**config.mk**
```make
export PLATFORM = sky130hd
export DESIGN_NAME = adrv9001_tdd_seq
export DESIGN_NICKNAME = d
export VERILOG_FILES = /design/src/rtl/adrv9001_tdd_seq.sv
export SDC_FILE = /design/constraint.sdc
export NUM_CORES = 1
export LEC_CHECK = 0
export ABC_CLOCK_PERIOD_IN_PS = 3200
export BUFFER_PORTS_ARGS = -buffer_cell sky130_fd_sc_hd__buf_4
export CAP_MARGIN = 10
export CORE_MARGIN = 2
export CORE_UTILIZATION = 30
export DETAILED_ROUTE_END_ITERATION = 7
export PLACE_DENSITY_LB_ADDON = 0.15
export SYNTH_ARGS = -nofsm -noshare
export SYNTH_HDL_FRONTEND = slang
export SYNTH_SLANG_ARGS = --single-unit
```
**constraint.sdc**
```tcl
create_clock -name s_axi_aclk -period 3.2 [get_ports s_axi_aclk]
set_input_delay 0.48 -clock s_axi_aclk [delete_from_list [all_inputs] [get_ports s_axi_aclk]]
set_output_delay 0.48 -clock s_axi_aclk [all_outputs]
set_load 0.05 [all_outputs]
```
**src/rtl/adrv9001_tdd_seq.sv**
```systemverilog
// adrv9001_tdd_seq: multi-channel TDD enable sequencer for the ADRV9001 SSI path.
// Each channel turns a level tdd_en request into an ordered enable / ssi_en pair
// with programmable lead (ssi_enable_cnt) and lag (ssi_disable_cnt, disable_cnt)
// spacing, plus a per-channel abort that forces immediate teardown.
// Optional feature: define ADRV9001_TDD_SEQ_ERR_EN to add the sticky err output
// and its err_clr input (restart-during-teardown / abort-while-running flag).
module adrv9001_tdd_seq #(
    parameter int NUM_CH    = 4,
    parameter int CNT_WIDTH = 32
) (
    input  logic                          s_axi_aclk,
    input  logic                          s_axi_aresetn,
    input  logic [NUM_CH-1:0]             tdd_en,
    input  logic [NUM_CH-1:0]             abort,
    input  logic [NUM_CH*CNT_WIDTH-1:0]   ssi_enable_cnt,
    input  logic [NUM_CH*CNT_WIDTH-1:0]   ssi_disable_cnt,
    input  logic [NUM_CH*CNT_WIDTH-1:0]   disable_cnt,
`ifdef ADRV9001_TDD_SEQ_ERR_EN
    input  logic [NUM_CH-1:0]             err_clr,
`endif
    output logic [NUM_CH-1:0]             enable,
    output logic [NUM_CH-1:0]             ssi_en,
    output logic [NUM_CH-1:0]             busy
`ifdef ADRV9001_TDD_SEQ_ERR_EN
    ,
    output logic [NUM_CH-1:0]             err
`endif
);

    typedef enum logic [2:0] {
        IDLE     = 3'd0,
        RAMP     = 3'd1,
        ACTIVE   = 3'd2,
        SSI_HOLD = 3'd3,
        DIS_HOLD = 3'd4
    } state_t;

    localparam logic [CNT_WIDTH-1:0] CNT_ONE = {{(CNT_WIDTH-1){1'b0}}, 1'b1};

    genvar gi;
    generate
        for (gi = 0; gi < NUM_CH; gi++) begin : g_ch
            state_t               state_reg, state_next;
            logic [CNT_WIDTH-1:0] cnt_reg, cnt_next;
            logic                 enable_reg, enable_next;
            logic                 ssi_reg, ssi_next;
            logic                 enter_dis;
            logic [CNT_WIDTH-1:0] ena_cnt, sdis_cnt, dis_cnt;

            assign ena_cnt  = ssi_enable_cnt[gi*CNT_WIDTH +: CNT_WIDTH];
            assign sdis_cnt = ssi_disable_cnt[gi*CNT_WIDTH +: CNT_WIDTH];
            assign dis_cnt  = disable_cnt[gi*CNT_WIDTH +: CNT_WIDTH];

            // Channel state, down-counter and registered outputs.
            always_ff @(posedge s_axi_aclk or negedge s_axi_aresetn) begin
                if (!s_axi_aresetn) begin
                    state_reg  <= IDLE;
                    cnt_reg    <= '0;
                    enable_reg <= 1'b0;
                    ssi_reg    <= 1'b0;
                end else begin
                    state_reg  <= state_next;
                    cnt_reg    <= cnt_next;
                    enable_reg <= enable_next;
                    ssi_reg    <= ssi_next;
                end
            end

            // Next-state logic; enter_dis funnels every path into the common
            // DIS_HOLD entry rule so the zero-count shortcut lives in one place.
            always_comb begin
                state_next  = state_reg;
                cnt_next    = cnt_reg;
                enable_next = enable_reg;
                ssi_next    = ssi_reg;
                enter_dis   = 1'b0;
                case (state_reg)
                    IDLE: begin
                        if (tdd_en[gi] && !abort[gi]) begin
                            enable_next = 1'b1;
                            if (ena_cnt == '0) begin
                                ssi_next   = 1'b1;
                                state_next = ACTIVE;
                            end else begin
                                cnt_next   = ena_cnt - CNT_ONE;
                                state_next = RAMP;
                            end
                        end
                    end
                    RAMP: begin
                        if (abort[gi]) begin
                            enter_dis = 1'b1;
                        end else if (cnt_reg == '0) begin
                            ssi_next   = 1'b1;
                            state_next = ACTIVE;
                        end else begin
                            cnt_next = cnt_reg - CNT_ONE;
                        end
                    end
                    ACTIVE: begin
                        if (abort[gi]) begin
                            enter_dis = 1'b1;
                        end else if (!tdd_en[gi]) begin
                            if (sdis_cnt == '0) begin
                                enter_dis = 1'b1;
                            end else begin
                                cnt_next   = sdis_cnt - CNT_ONE;
                                state_next = SSI_HOLD;
                            end
                        end
                    end
                    SSI_HOLD: begin
                        if (abort[gi] || cnt_reg == '0) begin
                            enter_dis = 1'b1;
                        end else begin
                            cnt_next = cnt_reg - CNT_ONE;
                        end
                    end
                    DIS_HOLD: begin
                        if (cnt_reg == '0) begin
                            enable_next = 1'b0;
                            state_next  = IDLE;
                        end else begin
                            cnt_next = cnt_reg - CNT_ONE;
                        end
                    end
                    default: begin
                        enable_next = 1'b0;
                        ssi_next    = 1'b0;
                        state_next  = IDLE;
                    end
                endcase
                if (enter_dis) begin
                    ssi_next = 1'b0;
                    if (dis_cnt == '0) begin
                        enable_next = 1'b0;
                        state_next  = IDLE;
                    end else begin
                        cnt_next   = dis_cnt - CNT_ONE;
                        state_next = DIS_HOLD;
                    end
                end
            end

            assign enable[gi] = enable_reg;
            assign ssi_en[gi] = ssi_reg;
            assign busy[gi]   = (state_reg != IDLE);

`ifdef ADRV9001_TDD_SEQ_ERR_EN
            logic err_reg;
            logic err_set;

            assign err_set = (tdd_en[gi] && (state_reg == SSI_HOLD || state_reg == DIS_HOLD)) ||
                             (abort[gi]  && (state_reg == RAMP || state_reg == ACTIVE ||
                                             state_reg == SSI_HOLD));

            // Sticky error flag; a new set event wins over a simultaneous clear.
            always_ff @(posedge s_axi_aclk or negedge s_axi_aresetn) begin
                if (!s_axi_aresetn) begin
                    err_reg <= 1'b0;
                end else if (err_set) begin
                    err_reg <= 1'b1;
                end else if (err_clr[gi]) begin
                    err_reg <= 1'b0;
                end
            end

            assign err[gi] = err_reg;
`endif
        end
    endgenerate

endmodule
```
==> flow_metrics.py, run 1 <==
metrics = {
    "job": {
        "drv_cap": 0,
    },
    "routing": {
        "vias_per_cell": 5.90,
        "vias": 24100,
        "routed_wl_um": 91600,
        "firstDrtPassIters": 8,
        "wl_per_cell_um": 22.5,
        "drt_iter0_markers": 2216,
        "postRouteAntennaNets": 0,
        "drc": 0,
    },
    "placed_design": {
        "place_hpwl_um": 74700,
        "port_buffers": 405,
        "place_congestion": 0.963,
        "dp.cells": 4042,
    },
    "setup_path": {
        "arrival_ps": 3460,
        "crit_path_max_fanout": 7,
        "r2r_cells": 10,
        "r2r_slack_ps": 160,
        "critPathRequiredTime_ps": 3620,
        "criticalPathCategory": "flip-flop to flip-flop",
        "end_kind": "flip-flop",
        "cp-start-kind": "flip-flop",
        "reg2reg_to": "g_ch[3].cnt_reg[7]$_DFF_PN0_",
        "timing.rr.start": "g_ch[3].cnt_reg[12]$_DFF_PN0_",
    },
    "timing": {
        "fmax_ghz": 0.329,
        "skew_ps": 14.8,
        "hold_viol": 0,
        "setup_tns_ps": 0,
        "finalCritPeriodShare": 0.950,
        "max_slew_margin": 0.524,
        "setup_viol": 0,
        "tightest_slew_ps": 714,
        "maxSlewViolCount": 0,
        "period_needed_ps": 3040,
        "rsz0062_at_grt": "no",
    },
    "die": {
        "coreArea_um2": 63200,
        "pin_count": 406,
        "die_area_um2": 66000,
        "fp.dieW_um": 257,
        "start_util": 0.304,
        "rows": 92,
        "fp.dieH_um": 257,
    },
    "layout": {
        "largest_register_ffs": 128,
        "stdcell_count": 4081,
        "nFillCells": 6628,
        "layout_common_cells": "buf_4, nor2_1, xnor2_1, nor3_1, nand2_1",
        "syn2layout_area_growth_pct": 33.1,
        "layout_commonest_cell": "buf_4",
        "multi_input_comb_area_um2": 14800,
        "fin_nets": 3631,
        "seq_area_um2": 3700,
        "drive_above_1_share": 0.228,
    },
    "power": {
        "p_total_mw": 9.01,
        "leakagePower_nw": 9.43,
        "p_per_area_nw_per_um2": 353,
        "ir_worst_vdd_uv": 428,
    },
    "clock_network": {
        "clock-root-buffer": "clkbuf_16",
        "path_clk_slew_ps": 70,
        "numCtsBuffers": 17,
        "clk_latency_ps": 500,
        "clockBufferDepth": 2,
        "htree_num_levels": 4,
        "cts.sinks": 148,
        "cts_tree": "built",
    },
    "logic_synthesis": {
        "syn_avg_cell_area_um2": 7.20,
        "synth-main-ff-cell": "dfrtp_1",
        "syn_nets": 3079,
        "syn_inst": 2665,
        "async_flop_share": 1.00,
        "synth_cell_types": 84,
        "synth_edf_count": 0,
        "yosys_register_bits": 148,
        "ys_warn_count": 0,
        "ys_seq_area_frac": 0.193,
        "syn_area_um2": 19200,
    },
    "grt": {
        "overflow": 0,
        "grt_use_total": 0.269,
        "antenna_found_initial": 9,
        "grt_max_degree": 56,
        "grt_pass1_wl_um": 140000,
        "grt_pass1_vias": 23600,
    },
    "worst_hold_path": {
        "hold_class": "input port to flip-flop",
        "hold_end": "g_ch[1].cnt_reg[0]$_DFF_PN0_",
        "hold_depth": 2,
        "hold_start": "disable_cnt[32]",
    },
    "run_status": {
        "outcome": "completed",
    },
}
==> layer usage <==
layer | up-vias | global-route usage | share of wire
li1 | 11300 | - | -
met1 | 11600 | 0.362 | 0.44
met2 | 1018 | 0.437 | 0.46
met3 | 150 | 0.0443 | 0.070
met4 | 6 | 0.0856 | 0.028
met5 | - | 0 | 0.00043
==> repair_timing <==
action	4_1_cts	5_1_grt
endpoints found under the setup margin	2	5
hold buffers	1	0
resized for setup	4	2
pin swaps	0	1
buffers inserted	0	1
endpoints found under the hold margin	14	0
==> stage by stage <==
stage                     hold WS [ps]   util  setup slack, ps  area [um2]
after floorplan                    184      -             58.4       19200
after global placement             511  0.394             -235       24900
after detailed placement           520  0.394             -125       24900
after CTS                          158  0.403             91.6       25500
after global routing               186  0.404             3.82       25500
final                              195  0.404              161       25500
==> cell families after synthesis <==
logic type / synth area share
muxes: 0.00443
AOI/OAI and AO/OA: 0.237
and+or+nand+nor: 0.346
adders and majority gates: 0.0130
xor gates and xnor gates: 0.167
buffers and inverters: 0.0396
DFF: 0.193
==> worst max-delay path by stage <==
stage	from	endpoint	slack, ps
floorplan	ssi_disable_cnt[64]	g_ch[2].cnt_reg[24]$_DFF_PN0_	60
global placement	disable_cnt[117]	g_ch[3].cnt_reg[8]$_DFF_PN0_	-230
detailed placement	disable_cnt[117]	g_ch[3].cnt_reg[8]$_DFF_PN0_	-120
CTS	g_ch[3].cnt_reg[17]$_DFF_PN0_	g_ch[3].cnt_reg[8]$_DFF_PN0_	90
global route	g_ch[2].cnt_reg[0]$_DFF_PN0_	g_ch[2].cnt_reg[6]$_DFF_PN0_	4
finish	g_ch[3].cnt_reg[12]$_DFF_PN0_	g_ch[3].cnt_reg[7]$_DFF_PN0_	160
==> cells in the mapped netlist, drive strengths merged, types with 40 or more instances <==
library cell    n  area share
nor2          316       0.062
a31oi          70       0.023
nand2         159       0.031
nor4          145       0.049
a22oi          54       0.021
or3            57       0.019
dfrtp         148        0.19
nor3          197       0.052
clkbuf         93       0.018
nand3          88       0.023
or4            73       0.029
inv            55       0.011
o21ai         108       0.028
a21oi         127       0.033
xnor2         216       0.099
nand4          40       0.013
xor2          149       0.068
o22ai          96       0.031
==> critical path: stages, from the launching register on <==
cell	delay (ps)
dfrtp_1	440
or4_1	540
or3_1	440
o41ai_4	370
buf_4	190
a32oi_1	130
nor2_2	280
buf_4	210
a211oi_1	50
buf_4	170
a32oi_1	140
==> power breakdown <==
part	internal, mW	switching (mW)	total [mW]	leakage [nW]
combinational	1.80	2.26	4.05	7.39
sequential	2.31	0.547	2.86	1.78
clock	1.07	1.03	2.10	0.264
total	5.18	3.83	9.01	9.43
==> cell type report <==
cell class,count,share of cell area
antenna,6,0.000588
clock buffer,18,0.0168
clock inverter,13,0.00500
multi-input combinational,2333,0.578
sequential,148,0.145
tap,846,0.0415
timing repair buffer,662,0.205
inverter,55,0.00809
Power figures use the tool's default switching activity.
==> run 2, diff against run 1 <==
--- a/config.mk
+++ b/config.mk
@@ -5,7 +5,7 @@
 export SDC_FILE = /design/constraint.sdc
 export NUM_CORES = 1
 export LEC_CHECK = 0
-export ABC_CLOCK_PERIOD_IN_PS = 3200
+export ABC_CLOCK_PERIOD_IN_PS = 3700
 export BUFFER_PORTS_ARGS = -buffer_cell sky130_fd_sc_hd__buf_4
 export CAP_MARGIN = 10
 export CORE_MARGIN = 2
==> constraint.sdc (replaced) <==
create_clock -name s_axi_aclk -period 3.7 [get_ports s_axi_aclk]
set_input_delay 0.555 -clock s_axi_aclk [delete_from_list [all_inputs] [get_ports s_axi_aclk]]
set_output_delay 0.555 -clock s_axi_aclk [all_outputs]
set_load 0.05 [all_outputs]
==> run 2 against run 1 <==
Against the previous run:
- critical path type unchanged
- maximum frequency decreased by 13%
- clock-buffer cell count increased by 1
- setup slack improved by 48 ps
- sequential share of layout area increased by 0.51 points
- clock power decreased by 2%
- critical endpoint is now g_ch[3].cnt_reg[21]$_DFF_PN0_
- the flow now finishes with violations (negative hold slack)
- first-iteration DRC count decreased by 8.8%
==> flow_metrics.py, run 2 (synthesized netlist as in run 1, its figures left out) <==
metrics = {
    "routing": {
        "dr_wl_met3_um": 6340,
        "vias": 23600,
        "maxUsedRoutingLayer": "met5",
        "wl_per_cell_um": 22.4,
        "dr_wl_met2_um": 41700,
        "routed_wl_um": 88900,
        "drt_iter0_markers": 2021,
        "vias_per_cell": 5.94,
        "firstDrtPassIters": 6,
        "m1WireLength_um": 39200,
        "postRouteAntennaNets": 0,
        "drc": 0,
    },
    "clock_network": {
        "cts.sinks": 148,
        "cts_hold_buf": 0,
        "post_cts_buffers": 0,
        "clockBufferDepth": 2,
        "cts_tree": "built",
        "clk_latency_ps": 510,
        "htree_num_levels": 4,
        "numCtsBuffers": 17,
        "path_clk_slew_ps": 80,
        "ctsResizeCount": 0,
        "clock-root-buffer": "clkbuf_16",
    },
    "power": {
        "p_clk_frac": 0.261,
        "swShare": 0.408,
        "p_total_mw": 7.84,
        "power.internal_mw": 4.64,
        "seqPwrFrac": 0.323,
        "p_sw_mw": 3.19,
        "p_per_area_nw_per_um2": 318,
        "comb_power_share": 0.416,
        "leakagePower_nw": 8.92,
        "ir_worst_vdd_uv": 318,
    },
    "die": {
        "start_util": 0.304,
        "die_area_um2": 66000,
        "coreArea_um2": 63200,
        "fp.dieW_um": 257,
        "pin_count": 406,
        "fp.dieH_um": 257,
        "rows": 92,
    },
    "setup_path": {
        "end_kind": "flip-flop",
        "cp_top_family": "simple AND/OR/NAND/NOR gates",
        "criticalPathCategory": "flip-flop to flip-flop",
        "critPathRequiredTime_ps": 4070,
        "critPathLaunch": "g_ch[3].cnt_reg[15]$_DFF_PN0_",
        "reg2reg_to": "g_ch[3].cnt_reg[21]$_DFF_PN0_",
        "arrival_ps": 3860,
        "r2r_cells": 8,
        "crit_slowest_cell": "or4_1",
        "critPathBufInv": 1,
        "r2r_slack_ps": 210,
        "crit_path_max_fanout": 8,
        "critical_path.cell_chain": "or4_4 -> or4_1 -> nor4_1 -> nor2_1 -> and4_1 -> a2111oi_0 -> buf_4 -> mux2i_1",
        "timing.rr.start": "g_ch[3].cnt_reg[15]$_DFF_PN0_",
        "setup.worst_path.end": "g_ch[3].cnt_reg[21]$_DFF_PN0_",
        "cp_num_cells": 8,
        "cp-start-kind": "flip-flop",
        "max_stage_delay_ps": 600,
    },
    "timing": {
        "finalWorstSetupSlack_ps": 209,
        "fmax_ghz": 0.286,
        "setup_viol": 0,
        "max_slew_margin": 0.449,
        "skew_ps": 23.9,
        "period_needed_ps": 3490,
        "finalCritPeriodShare": 0.943,
        "tightest_slew_ps": 818,
        "hold_ws_ps": -18.8,
        "setup_tns_ps": 0,
        "hold_viol": 4,
        "rsz0062_at_grt": "no",
        "maxSlewViolCount": 0,
    },
    "placed_design": {
        "place_congestion": 0.945,
        "place_hpwl_um": 72200,
        "placed_cell_area_um2": 24000,
        "place_ws_ps": 242,
        "dp.cells": 3936,
        "port_buffers": 405,
    },
    "layout": {
        "design_area_um2": 24700,
        "drive_above_1_share": 0.201,
        "stdcell_count": 3973,
        "layout_commonest_cell": "buf_4",
        "layout_common_cells": "buf_4, nor2_1, xnor2_1, nor3_1, nand2_1",
        "largest_register_ffs": 128,
        "fin_nets": 3523,
        "fin_util": 0.390,
        "syn2layout_area_growth_pct": 28.5,
    },
    "job": {
        "drv_cap": 0,
    },
    "grt": {
        "overflow": 0,
        "grt_use_total": 0.262,
        "grt_max_degree": 71,
        "grt_pass1_vias": 22900,
        "grt_pass1_wl_um": 136000,
        "antenna_found_initial": 7,
    },
    "run_status": {
        "outcome": "finished with violations",
        "violations": "negative hold slack",
    },
    "worst_hold_path": {
        "hold_class": "input port to asynchronous set/reset pin",
    },
}
-- run 2: cell types whose count changed in the layout (fill, tap and decap cells not counted) --
cell,previous run,this run
bufinv_16,1,5
dlygate4sd3_1,1,0
clkinv_2,1,2
nor4_2,7,6
clkinvlp_4,3,1
clkbuf_8,0,1
clkinv_4,4,2
a2111oi_2,1,0
buf_4,640,542
inv_6,4,2
nor4_1,138,139
a2111oi_0,27,29
a2111oi_4,1,0
buf_12,20,11
-- run 2: worst min path at each step --
stage,from,endpoint,slack (ps),cells after the start
after floorplan,s_axi_aresetn,g_ch[0].cnt_reg[0]$_DFF_PN0_,260,0
after global placement,g_ch[1].cnt_reg[22]$_DFF_PN0_,g_ch[1].cnt_reg[22]$_DFF_PN0_,540,2
after detailed placement,g_ch[1].cnt_reg[22]$_DFF_PN0_,g_ch[1].cnt_reg[22]$_DFF_PN0_,540,2
after CTS,s_axi_aresetn,g_ch[1].ssi_reg$_DFFE_PN0P_,20,1
after global routing,s_axi_aresetn,g_ch[1].ssi_reg$_DFFE_PN0P_,20,1
final,s_axi_aresetn,g_ch[1].ssi_reg$_DFFE_PN0P_,-20,1
-- run 2: worst register-to-register path, cell delays in order (launching register included) --
cell       delay, ps
dfrtp_1          450
or4_4            540
or4_1            600
nor4_1           410
nor2_1           250
and4_1           260
a2111oi_0        590
buf_4            210
mux2i_1           60
-- run 2: metal layers --
layer	vias to the layer above	global-route usage
met1	11400	0.354
met5	-	0
met2	968	0.430
met3	112	0.0518
li1	11100	-
met4	6	0.0599
-- run 2: cell type report --
type	instances	area, um2
Clock buffer	19	443
Antenna cell	6	15.0
Multi-Input combinational cell	2333	14700
Inverter	55	206
Sequential cell	148	3700
Timing Repair Buffer	554	4300
Clock inverter	12	203
Fill cell	6722	38500
Tap cell	846	1060
-- run 2: power groups by stage --
stage	logic, mW	clock network, mW	registers [mW]
2_1_floorplan	1.99	0	2.33
3_3_place_gp	3.16	0	2.53
3_5_place_dp	3.21	0	2.54
4_1_cts	3.22	2.11	2.51
5_1_grt	3.57	2.17	2.60
6_report	3.26	2.05	2.53
